===== src/rtl/pipe_skid_stage.sv =====
// pipe_skid_stage: inter-stage pipeline register with a valid/ready handshake
// and a one-entry skid buffer. in_ready is derived only from registered
// occupancy, so back-pressure never forms a combinational path between stages.
module pipe_skid_stage #(
    parameter int WIDTH           = 32,
    parameter bit CLEAR_ON_BUBBLE = 1'b1
) (
    input  logic             clk,
    input  logic             rst,
    input  logic             flush,
    input  logic             in_valid,
    output logic             in_ready,
    input  logic [WIDTH-1:0] in_data,
    output logic             out_valid,
    input  logic             out_ready,
    output logic [WIDTH-1:0] out_data,
    output logic [1:0]       occupancy
);

    localparam logic [1:0] EMPTY = 2'd0;
    localparam logic [1:0] ONE   = 2'd1;
    localparam logic [1:0] FULL  = 2'd2;

    logic [1:0]       state_q;
    logic [1:0]       state_d;
    logic [WIDTH-1:0] main_q;
    logic [WIDTH-1:0] skid_q;
    logic             in_fire;
    logic             out_fire;

    assign in_fire   = in_valid & in_ready;
    assign out_fire  = out_valid & out_ready;
    assign occupancy = state_q;

    // State register: occupancy count, cleared asynchronously on reset.
    always_ff @(posedge clk or negedge rst) begin
        if (!rst) state_q <= EMPTY;
        else      state_q <= state_d;
    end

    // Next-state logic; flush overrides every transfer in the same cycle.
    always_comb begin
        state_d = state_q;
        if (flush) begin
            state_d = EMPTY;
        end else begin
            case (state_q)
                EMPTY:   if (in_fire) state_d = ONE;
                ONE: begin
                    if (in_fire && !out_fire)      state_d = FULL;
                    else if (!in_fire && out_fire) state_d = EMPTY;
                end
                FULL:    if (out_fire) state_d = ONE;
                default: state_d = EMPTY;
            endcase
        end
    end

    // Outputs depend only on registered state; the bubble mask keeps stale
    // payload (and its control flags) from reaching downstream logic.
    always_comb begin
        in_ready  = (state_q != FULL);
        out_valid = (state_q != EMPTY);
        if (CLEAR_ON_BUBBLE) out_data = main_q & {WIDTH{out_valid}};
        else                 out_data = main_q;
    end

    // Payload registers. A beat accepted during flush is never written, so
    // it cannot surface on out_data even with masking disabled.
    always_ff @(posedge clk or negedge rst) begin
        if (!rst) begin
            main_q <= '0;
            skid_q <= '0;
        end else if (!flush) begin
            case (state_q)
                EMPTY: if (in_fire) main_q <= in_data;
                ONE: begin
                    if (in_fire && out_fire)  main_q <= in_data;
                    if (in_fire && !out_fire) skid_q <= in_data;
                end
                FULL:  if (out_fire) main_q <= skid_q;
                default: ;
            endcase
        end
    end

endmodule


===== config.mk =====
export PLATFORM = sky130hd
export DESIGN_NAME = pipe_skid_stage
export DESIGN_NICKNAME = d
export VERILOG_FILES = /design/src/rtl/pipe_skid_stage.sv
export SDC_FILE = /design/constraint.sdc
export NUM_CORES = 1
export LEC_CHECK = 0
export ABC_AREA = 1
export BUFFER_PORTS_ARGS = -buffer_cell sky130_fd_sc_hd__buf_2
export CAP_MARGIN = 5
export CORE_MARGIN = 3
export CORE_UTILIZATION = 54
export CTS_CLUSTER_DIAMETER = 120
export DETAILED_ROUTE_END_ITERATION = 16
export PLACE_DENSITY = 0.91
export SYNTH_ARGS = -nofsm -noshare
export SYNTH_HDL_FRONTEND = slang
export SYNTH_SLANG_ARGS = --single-unit

===== constraint.sdc =====
create_clock -name clk -period 1.7 [get_ports clk]
set_clock_uncertainty 0.15 [all_clocks]
set_input_delay 0 -clock clk [delete_from_list [all_inputs] [get_ports clk]]
set_output_delay 0 -clock clk [all_outputs]
set_load 0.02 [all_outputs]

# Word-level counts from Yosys, hierarchy flattened
# Cells that the tools add are included.
# op_classes
shift	0
eq_ne	9
reduce_logical	11
n_mux	10
n_addsub	0
bitwise_logic	4
order_cmp	0
div	0
n_mul	0
# ops
operator	n
$mux 32	3
$pmux 32 s3	1
$and 32x32->32	1
$mux 2	5
$ne 2x2->1 const B	4
$ne 3x3->1 const B	2
$pmux 2 s3	1
$reduce_and 3->1	2
$reduce_and 5->1	1
$ne 4x4->1 const B	1
$logic_and 1x1->1	3
$reduce_bool 3->1	1
$and 1x1->1	2
$eq 2x1->1 const B	1
$eq 2x2->1 const B	1
$logic_not 1->1	2
$logic_not 2->1	1
$reduce_bool 2->1	1
$not 1->1	1
# totals
ramBits	0
inputBits	37
reg_bits	66
romBits	0
latchBits	0
mem_count	0

# Logic depth before layout (Yosys ltp)
# Gate-level depths: netlist (run 1).
# logic_depth
depth_word	8
ltp_mapped	8
depth_no_buf	7

# Worst setup path after synthesis (run 1)
# No wires, ideal clock.
# synth_path
path_kind	reg-to-reg
start	reg state_q[1], in the netlist occupancy[1]
end	reg main_q[0]
t_arrival_ns	1.234
required_time_ns	1.427
n_path_buf	1
stages_incl_launch_ff	8
setup_time_ns	0.123
setup_slack_ns	0.193
path_cell_list	dfrtp_1 > inv_2 > nand2_2 > nand2_1 > nand2_2 > buf_2 > o21ai_0 > nand2_1
# synth_between
elab_chain_len	5
elab_cells_between_ends	14
cone_classes	6 x eq/ne; 1 x mux; 2 x bitwise; 5 x reduce/logical
# synth_lines
item	line_no	source
from (decl)	24	logic [1:0] state_q;
from (signal assigned)	38	else state_q <= state_d;
$reduce_bool 2->1 (*)	63	out_valid = (state_q != EMPTY);
via out_valid	14	output logic out_valid,
$and 1x1->1 (*)	32	assign out_fire = out_valid & out_ready;
$logic_and 1x1->1	78	if (in_fire && out_fire) main_q <= in_data;
$ne 2x2->1 (no line)	-	
$reduce_and 5->1 (no line) (*)	-	
to (signal assigned)	76	EMPTY: if (in_fire) main_q <= in_data;
to (signal assigned)	78	
to (signal assigned)	81	FULL: if (out_fire) main_q <= skid_q;
to (decl)	26	logic [WIDTH-1:0] main_q;
# Mark *: on every way through the listed nets, which the timed path passes. The rest lies on a longest branch.
# A chain may end at the register's enable or synchronous reset.

# Worst setup path after layout (run 1)
# layout_path
start	reg state_q[1], in the netlist occupancy[1]
end	reg main_q[28]
# layout_between
elab_chain_len	5
elab_cells_between_ends	14
cone_classes	6 x eq/ne; 1 x mux; 2 x bitwise; 5 x reduce/logical
# layout_lines
item	line_no
$ne 2x2->1 or $reduce_bool 2->1 (tied branches)	62, 63
$and 1x1->1 (on tied branches)	31, 32
$logic_and 1x1->1	78
$ne 2x2->1 (no line)	-
$reduce_and 5->1 (no line)	-
# Parallel ways exist; a longest one is shown, timed or not.

==> results of run 1 <==
[worst paths after layout]
check,slack [ns],depth (start not counted),endpoint,startpoint
min in group clk,0.32,4,skid_q[29],in_data[29]
worst max-delay path,0.09,7,main_q[28],occupancy[1]
max in group asynchronous,1.06,3,main_q[16],rst
worst max register to register,0.09,7,main_q[28],occupancy[1]
worst min-delay path,0.04,3,occupancy[0],rst
worst min register to register,0.33,2,main_q[4],main_q[4]
[synth_stat cells, drive strengths merged]
cell type / number / area [um^2]
nand2: 139 / 534
o21ai: 98 / 524
dfrtp: 66 / 1650
nor2: 36 / 150
buf: 19 / 159
o211ai: 1 / 7.51
inv: 70 / 265
clkbuf: 6 / 31.3
a21oi: 1 / 5.00
nand4: 1 / 6.26
[cells by family (layout without fill, tap and decap cells)]
family | Yosys count | in the layout | synth area share [%]
simple gates | 176 | 176 | 20.7
flops | 66 | 66 | 49.5
compound gates | 100 | 100 | 16.1
buf+inv | 95 | 207 | 13.7
[stage by stage]
| step | total power, mW | util, % |
|---|---|---|
| 2_1_floorplan | 2.87 | - |
| 3_3_place_gp | 3.14 | 64.7 |
| 3_5_place_dp | 3.22 | 64.7 |
| 4_1_cts | 4.74 | 74.8 |
| 5_1_grt | 5.04 | 74.9 |
| 6_report | 4.75 | 74.9 |
[timing repair]
| item | CTS | global route |
|---|---|---|
| endpoints found under the hold margin | 132 | 0 |
| setup buffers | 0 | 0 |
| endpoints found under the setup margin | 0 | 2 |
| hold buffers | 36 | 0 |
| resized for setup | 0 | 2 |
[cell type report]
class                           instances  area (um^2)
Inverter                               70          265
Fill cell                             420         1440
Multi-Input combinational cell        276         1230
Sequential cell                        66         1650
Tap cell                               72         90.1
Timing Repair Buffer                  121          851
Clock buffer                           11          141
Clock inverter                          5         77.6
[sequential cells by signal, indices dropped and copies added (netlist names)]
register and count:
main_q 32, skid_q 32, occupancy 2
[per-layer routing]
metal | global-route usage [%] | share of wire (%) | wire (um)
met5 | 0 | 0 | 0
met4 | 12.2 | 3.7 | 305
met3 | 4.71 | 6.7 | 554
met2 | 39.7 | 50 | 4130
met1 | 30.8 | 39 | 3250
[where the power goes]
group	internal, mW	switching [mW]
clock network	0.861	0.598
registers	1.96	0.215
logic	0.435	0.680
total	3.25	1.49
[worst max-delay path: cells and delay by family (launching register included)]
kind,cells,cell delay (ns)
flops,1,0.47
buf+inv,2,0.33
simple gates,4,0.31
compound gates,1,0.23
==> flow_summary_export.csv, run 1 <==
group,metric,value,unit
clock_network,clock_buffers_created_by_tritoncts,9,
synthesis,synth_area_per_cell,7.63,um^2
finish,share_of_final_layout_standard_cells_stronger_than_drive_strength_1,21.7,%
global_route,grt-ovfl-total,0,
placement,placedCellCount,569,
outcome,status,"completed",
die,core.rowCount,27,
sta,count_of_final_hold_check_violations,0,
sta,slew-limit-headroom,76.6,%
finish,layout_common_cells,"134 x nand2_1, 73 x o21ai_0, 72 x buf_2, 67 x inv_1, 66 x dfrtp_1",
setup_path,worst_ep_required_time,1.77,ns
setup_path,critPathMaxFanout,17,
clock_network,cts_sinks,66,
sta,finalSetupViolCount,0,
setup_path,critical_path.max_stage_delay,0.47,ns
sta,min_period_over_period,94.5,%
drt,drt-wirelength-per-cell,13.3,um
clock_network,ctsLongestPathBuffers,2,
global_route,grt_start_max_net_pins,67,
finish,final_cell_count_no_fill,621,
placement,numPortBuffers,72,
finish,antennaDiodeCount,0,
setup_path,critPathSlowestCell,"dfrtp_1",
sta,hold-worst-slack,0.0416,ns
synthesis,synthesis.instances,437,
synthesis,ys_seq_elements,66,
sta,slew_viol_final,0,
finish,layout.cell_area.non_filler,4300,um^2
die,die_x,84.6,um
drt,first_iteration_detailed_routing_drc_count,383,
clock_network,cts.clk_slew.worst_paths,0.07,ns
sta,final_period_minus_worst_setup_slack,1.61,ns
drt,avgViaCountPerCell,5.12,
placement,dp.final_hpwl,5.16,mm
synthesis,mappedNetlistArea,3330,um^2
power_and_ir_drop,power.leakage,2.34,nW
global_route,grt_pass1_vias,3069,
power_and_ir_drop,powerDensity,1100,nW/um^2
die,initial_utilization,58.1,%
power_and_ir_drop,power.ir.vdd_worst,0.910,mV
setup_path,path_class,"reg2reg",
sta,timing.setup.tns,0,ns
drt,antenna_left,0,
worst_hold_path,min-delay-path-class,"in2async",
global_route,grt_pass1_wl,14.0,mm
setup_path,endpoint_kind,"flip-flop",
clock_network,htreeDepth,3,
finish,number_of_nets_in_the_finished_design,581,
drt,totalWireLength,8.24,mm
synthesis,synth.yosys.warnings,0,
sta,post-route-worst-setup-slack,0.0940,ns
global_route,grt_antenna_before_repair,0,
placement,gp_congestion,0.842,
sta,clock.fmax,623,MHz
clock_network,root_buffer,"clkbuf_8",
setup_path,cell_breakdown_of_the_critical_path,"inv_2, nand2_2, nand2_1, nand2_2, buf_4, o21ai_0, nand2_1",
drt,drc,0,
placement,dp_worst_setup_slack,0.116,ns
clock_network,cts_tree,"done",
finish,layout_commonest_cell,"nand2_1",
die,dieArea,7150,um^2
sta,worst_slew_pin_slew,0.351,ns
finish,synthToLayoutAreaGrowth,29.1,%
die,fp.dieH,84.6,um
job,max_cap_viol_count,0,
global_route,groute.usage.overall,24.3,%
synthesis,yosysSeqAreaShare,49.5,%
clock_network,insertion_delay,0.34,ns
placement,dpl_cell_area,3720,um^2
sta,grt_setup_unrepaired,"false",
setup_path,cp-start-kind,"flip-flop",
die,core_region_area,5740,um^2
synthesis,synth_cell_type_count,21,
synthesis,postSynthNetCount,474,
drt,vias,3179,
drt,first_pass_iters,4,
die,ioPinCount,73,
setup_path,arrival,1.68,ns
No activity file was read; power rests on OpenSTA's default activity.
==> run 2: changes to the inputs <==
- CORE_UTILIZATION: 54 -> 35
- GPL_TIMING_DRIVEN: unset -> 0
- PLACE_DENSITY: 0.91 -> 0.68
==> flow_summary_export.csv, run 2 (synthesis gave the netlist of run 1 again) <==
group,metric,value,unit
clock_network,insertion_delay,0.33,ns
clock_network,cts_sinks,66,
sta,hold-worst-slack,0.142,ns
placement,numPortBuffers,72,
drt,first_iteration_detailed_routing_drc_count,147,
drt,drc,0,
global_route,groute.usage.overall,15.4,%
setup_path,critPathMaxFanout,10,
sta,finalSetupViolCount,0,
setup_path,timing.reg2reg.worst_path_depth,6,
setup_path,worst_ep_required_time,1.55,ns
finish,layout.cell_area.non_filler,4450,um^2
sta,min_period_over_period,96.6,%
clock_network,root_buffer,"clkbuf_8",
clock_network,ctsLongestPathBuffers,2,
sta,post-route-worst-setup-slack,0.0576,ns
finish,synthToLayoutAreaGrowth,33.5,%
sta,grt_setup_unrepaired,"true",
clock_network,clock_buffers_created_by_tritoncts,9,
setup_path,critical_path.max_stage_delay,0.46,ns
sta,clock.fmax,609,MHz
sta,final_period_minus_worst_setup_slack,1.64,ns
sta,slew-limit-headroom,44.2,%
global_route,grt_pass1_wl,13.6,mm
clock_network,cts_tree,"done",
global_route,grt_start_max_net_pins,67,
drt,first_pass_iters,4,
placement,dp.final_hpwl,5.67,mm
die,ioPinCount,73,
power_and_ir_drop,cell_internal_pwr,3.27,mW
setup_path,arrival,1.49,ns
finish,antennaDiodeCount,0,
finish,share_of_final_layout_standard_cells_stronger_than_drive_strength_1,23.3,%
setup_path,critPathSlowestCell,"dfrtp_1",
sta,slew_viol_final,0,
power_and_ir_drop,power.leakage,2.39,nW
power_and_ir_drop,power.ir.vdd_worst,0.483,mV
finish,layout_commonest_cell,"nand2_1",
die,initial_utilization,37.1,%
global_route,grt_pass1_vias,2957,
placement,gp_congestion,0.799,
setup_path,critPathLaunch,"occupancy[1]",
setup_path,path_class,"reg2out",
clock_network,htreeDepth,3,
drt,vias,3029,
drt,avgViaCountPerCell,4.40,
placement,dpl_cell_area,3850,um^2
drt,antenna_left,0,
power_and_ir_drop,power_share_of_the_combinational_group,23.5,%
power_and_ir_drop,total_power,4.71,mW
power_and_ir_drop,power_frac_seq,45.8,%
clock_network,cts.clk_slew.worst_paths,0.07,ns
power_and_ir_drop,powerDensity,1060,nW/um^2
setup_path,endpoint_kind,"primary output",
setup_path,r2r-start,"occupancy[1]",
placement,dp_worst_setup_slack,0.0944,ns
setup_path,crit_path_end,"out_data[25]",
outcome,status,"completed",
power_and_ir_drop,net-switching-power,1.44,mW
finish,utilization,49.6,%
drt,totalWireLength,8.06,mm
worst_hold_path,min-delay-path-class,"in2async",
power_and_ir_drop,power.share.clock,30.8,%
drt,drt-wirelength-per-cell,11.7,um
sta,worst_slew_pin_slew,0.837,ns
setup_path,regToRegSetupSlack,0.11,ns
global_route,grt-ovfl-total,0,
die,core_region_area,8980,um^2
die,dieArea,10700,um^2
setup_path,cp-start-kind,"flip-flop",
power_and_ir_drop,switching_power_as_a_share_of_total_power,30.6,%
setup_path,cell_breakdown_of_the_critical_path,"nor2_4, buf_4, nor2_1, buf_2",
job,max_cap_viol_count,0,
sta,count_of_final_hold_check_violations,0,
setup_path,r2r_end,"main_q[22]",
finish,number_of_nets_in_the_finished_design,594,
finish,layout_common_cells,"134 x nand2_1, 77 x buf_2, 73 x o21ai_0, 67 x inv_1, 66 x dfrtp_1",
die,fp.dieH,104,um
die,die_x,104,um
die,core.rowCount,34,
global_route,grt_antenna_before_repair,0,
==> run 2: cell types whose count changed in the layout (fill, tap and decap cells not counted), sizes merged <==
cell / delta
buf: +9
clkbuf: +4
==> run 2: power by group through the flow <==
stage	Clock (mW)	Combinational (mW)	Sequential (mW)
6_report	1.45	1.10	2.16
5_1_grt	1.56	1.26	2.21
4_1_cts	1.49	1.12	2.16
3_5_place_dp	0	1.04	2.19
3_3_place_gp	0	1.01	2.16
2_1_floorplan	0	0.733	2.13
==> run 2: worst min-delay path by stage <==
stage | start | slack (ns) | cells past startpoint | endpoint
6_report | rst | 0.14 | 2 | occupancy[0]
3_3_place_gp | in_data[23] | 0.13 | 3 | skid_q[23]
4_1_cts | rst | 0.19 | 2 | main_q[0]
2_1_floorplan | rst | -0.45 | 0 | main_q[0]
5_1_grt | rst | 0.23 | 2 | occupancy[0]
3_5_place_dp | rst | 0.01 | 1 | main_q[29]
==> run 2: metal layers <==
metal	vias up	track usage, %	routed length [um]
li1	1577	-	-
met1	1383	19.3	3670
met2	62	26.0	3940
met3	7	3.36	336
met4	0	5.51	118
met5	-	0	0
==> run 2: metrics by stage <==
| step | instances | TNS, ns |
|---|---|---|
| 2_1_floorplan | 437 | 0 |
| 3_3_place_gp | 635 | 0 |
| 3_5_place_dp | 635 | 0 |
| 4_1_cts | 687 | 0 |
| 5_1_grt | 688 | -0.0354 |
| 6_report | 688 | 0 |
==> run 2: repair_timing <==
| action | in CTS | in global routing |
|---|---|---|
| hold buffers | 36 | 0 |
| pin swaps | 0 | 1 |
| setup buffers | 0 | 1 |
| resized for setup | 6 | 2 |
| endpoints found under the hold margin | 132 | 0 |
| setup endpoints to repair | 30 | 60 |
==> run 2: critical path: cells and delay by family, from the launching register on <==
family / cells / cell delay [ns]
simple gates: 2 / 0.32
flops: 1 / 0.46
buf+inv: 2 / 0.38
==> run 2: final cells by class <==
class	instances	area [um^2]
buffer	25	201
sequential	66	1650
tap	126	158
clock inverter	5	77.6
timing repair buffer	109	731
multi-input combinational	276	1230
fill	883	4520
inverter	70	265
clock buffer	11	141
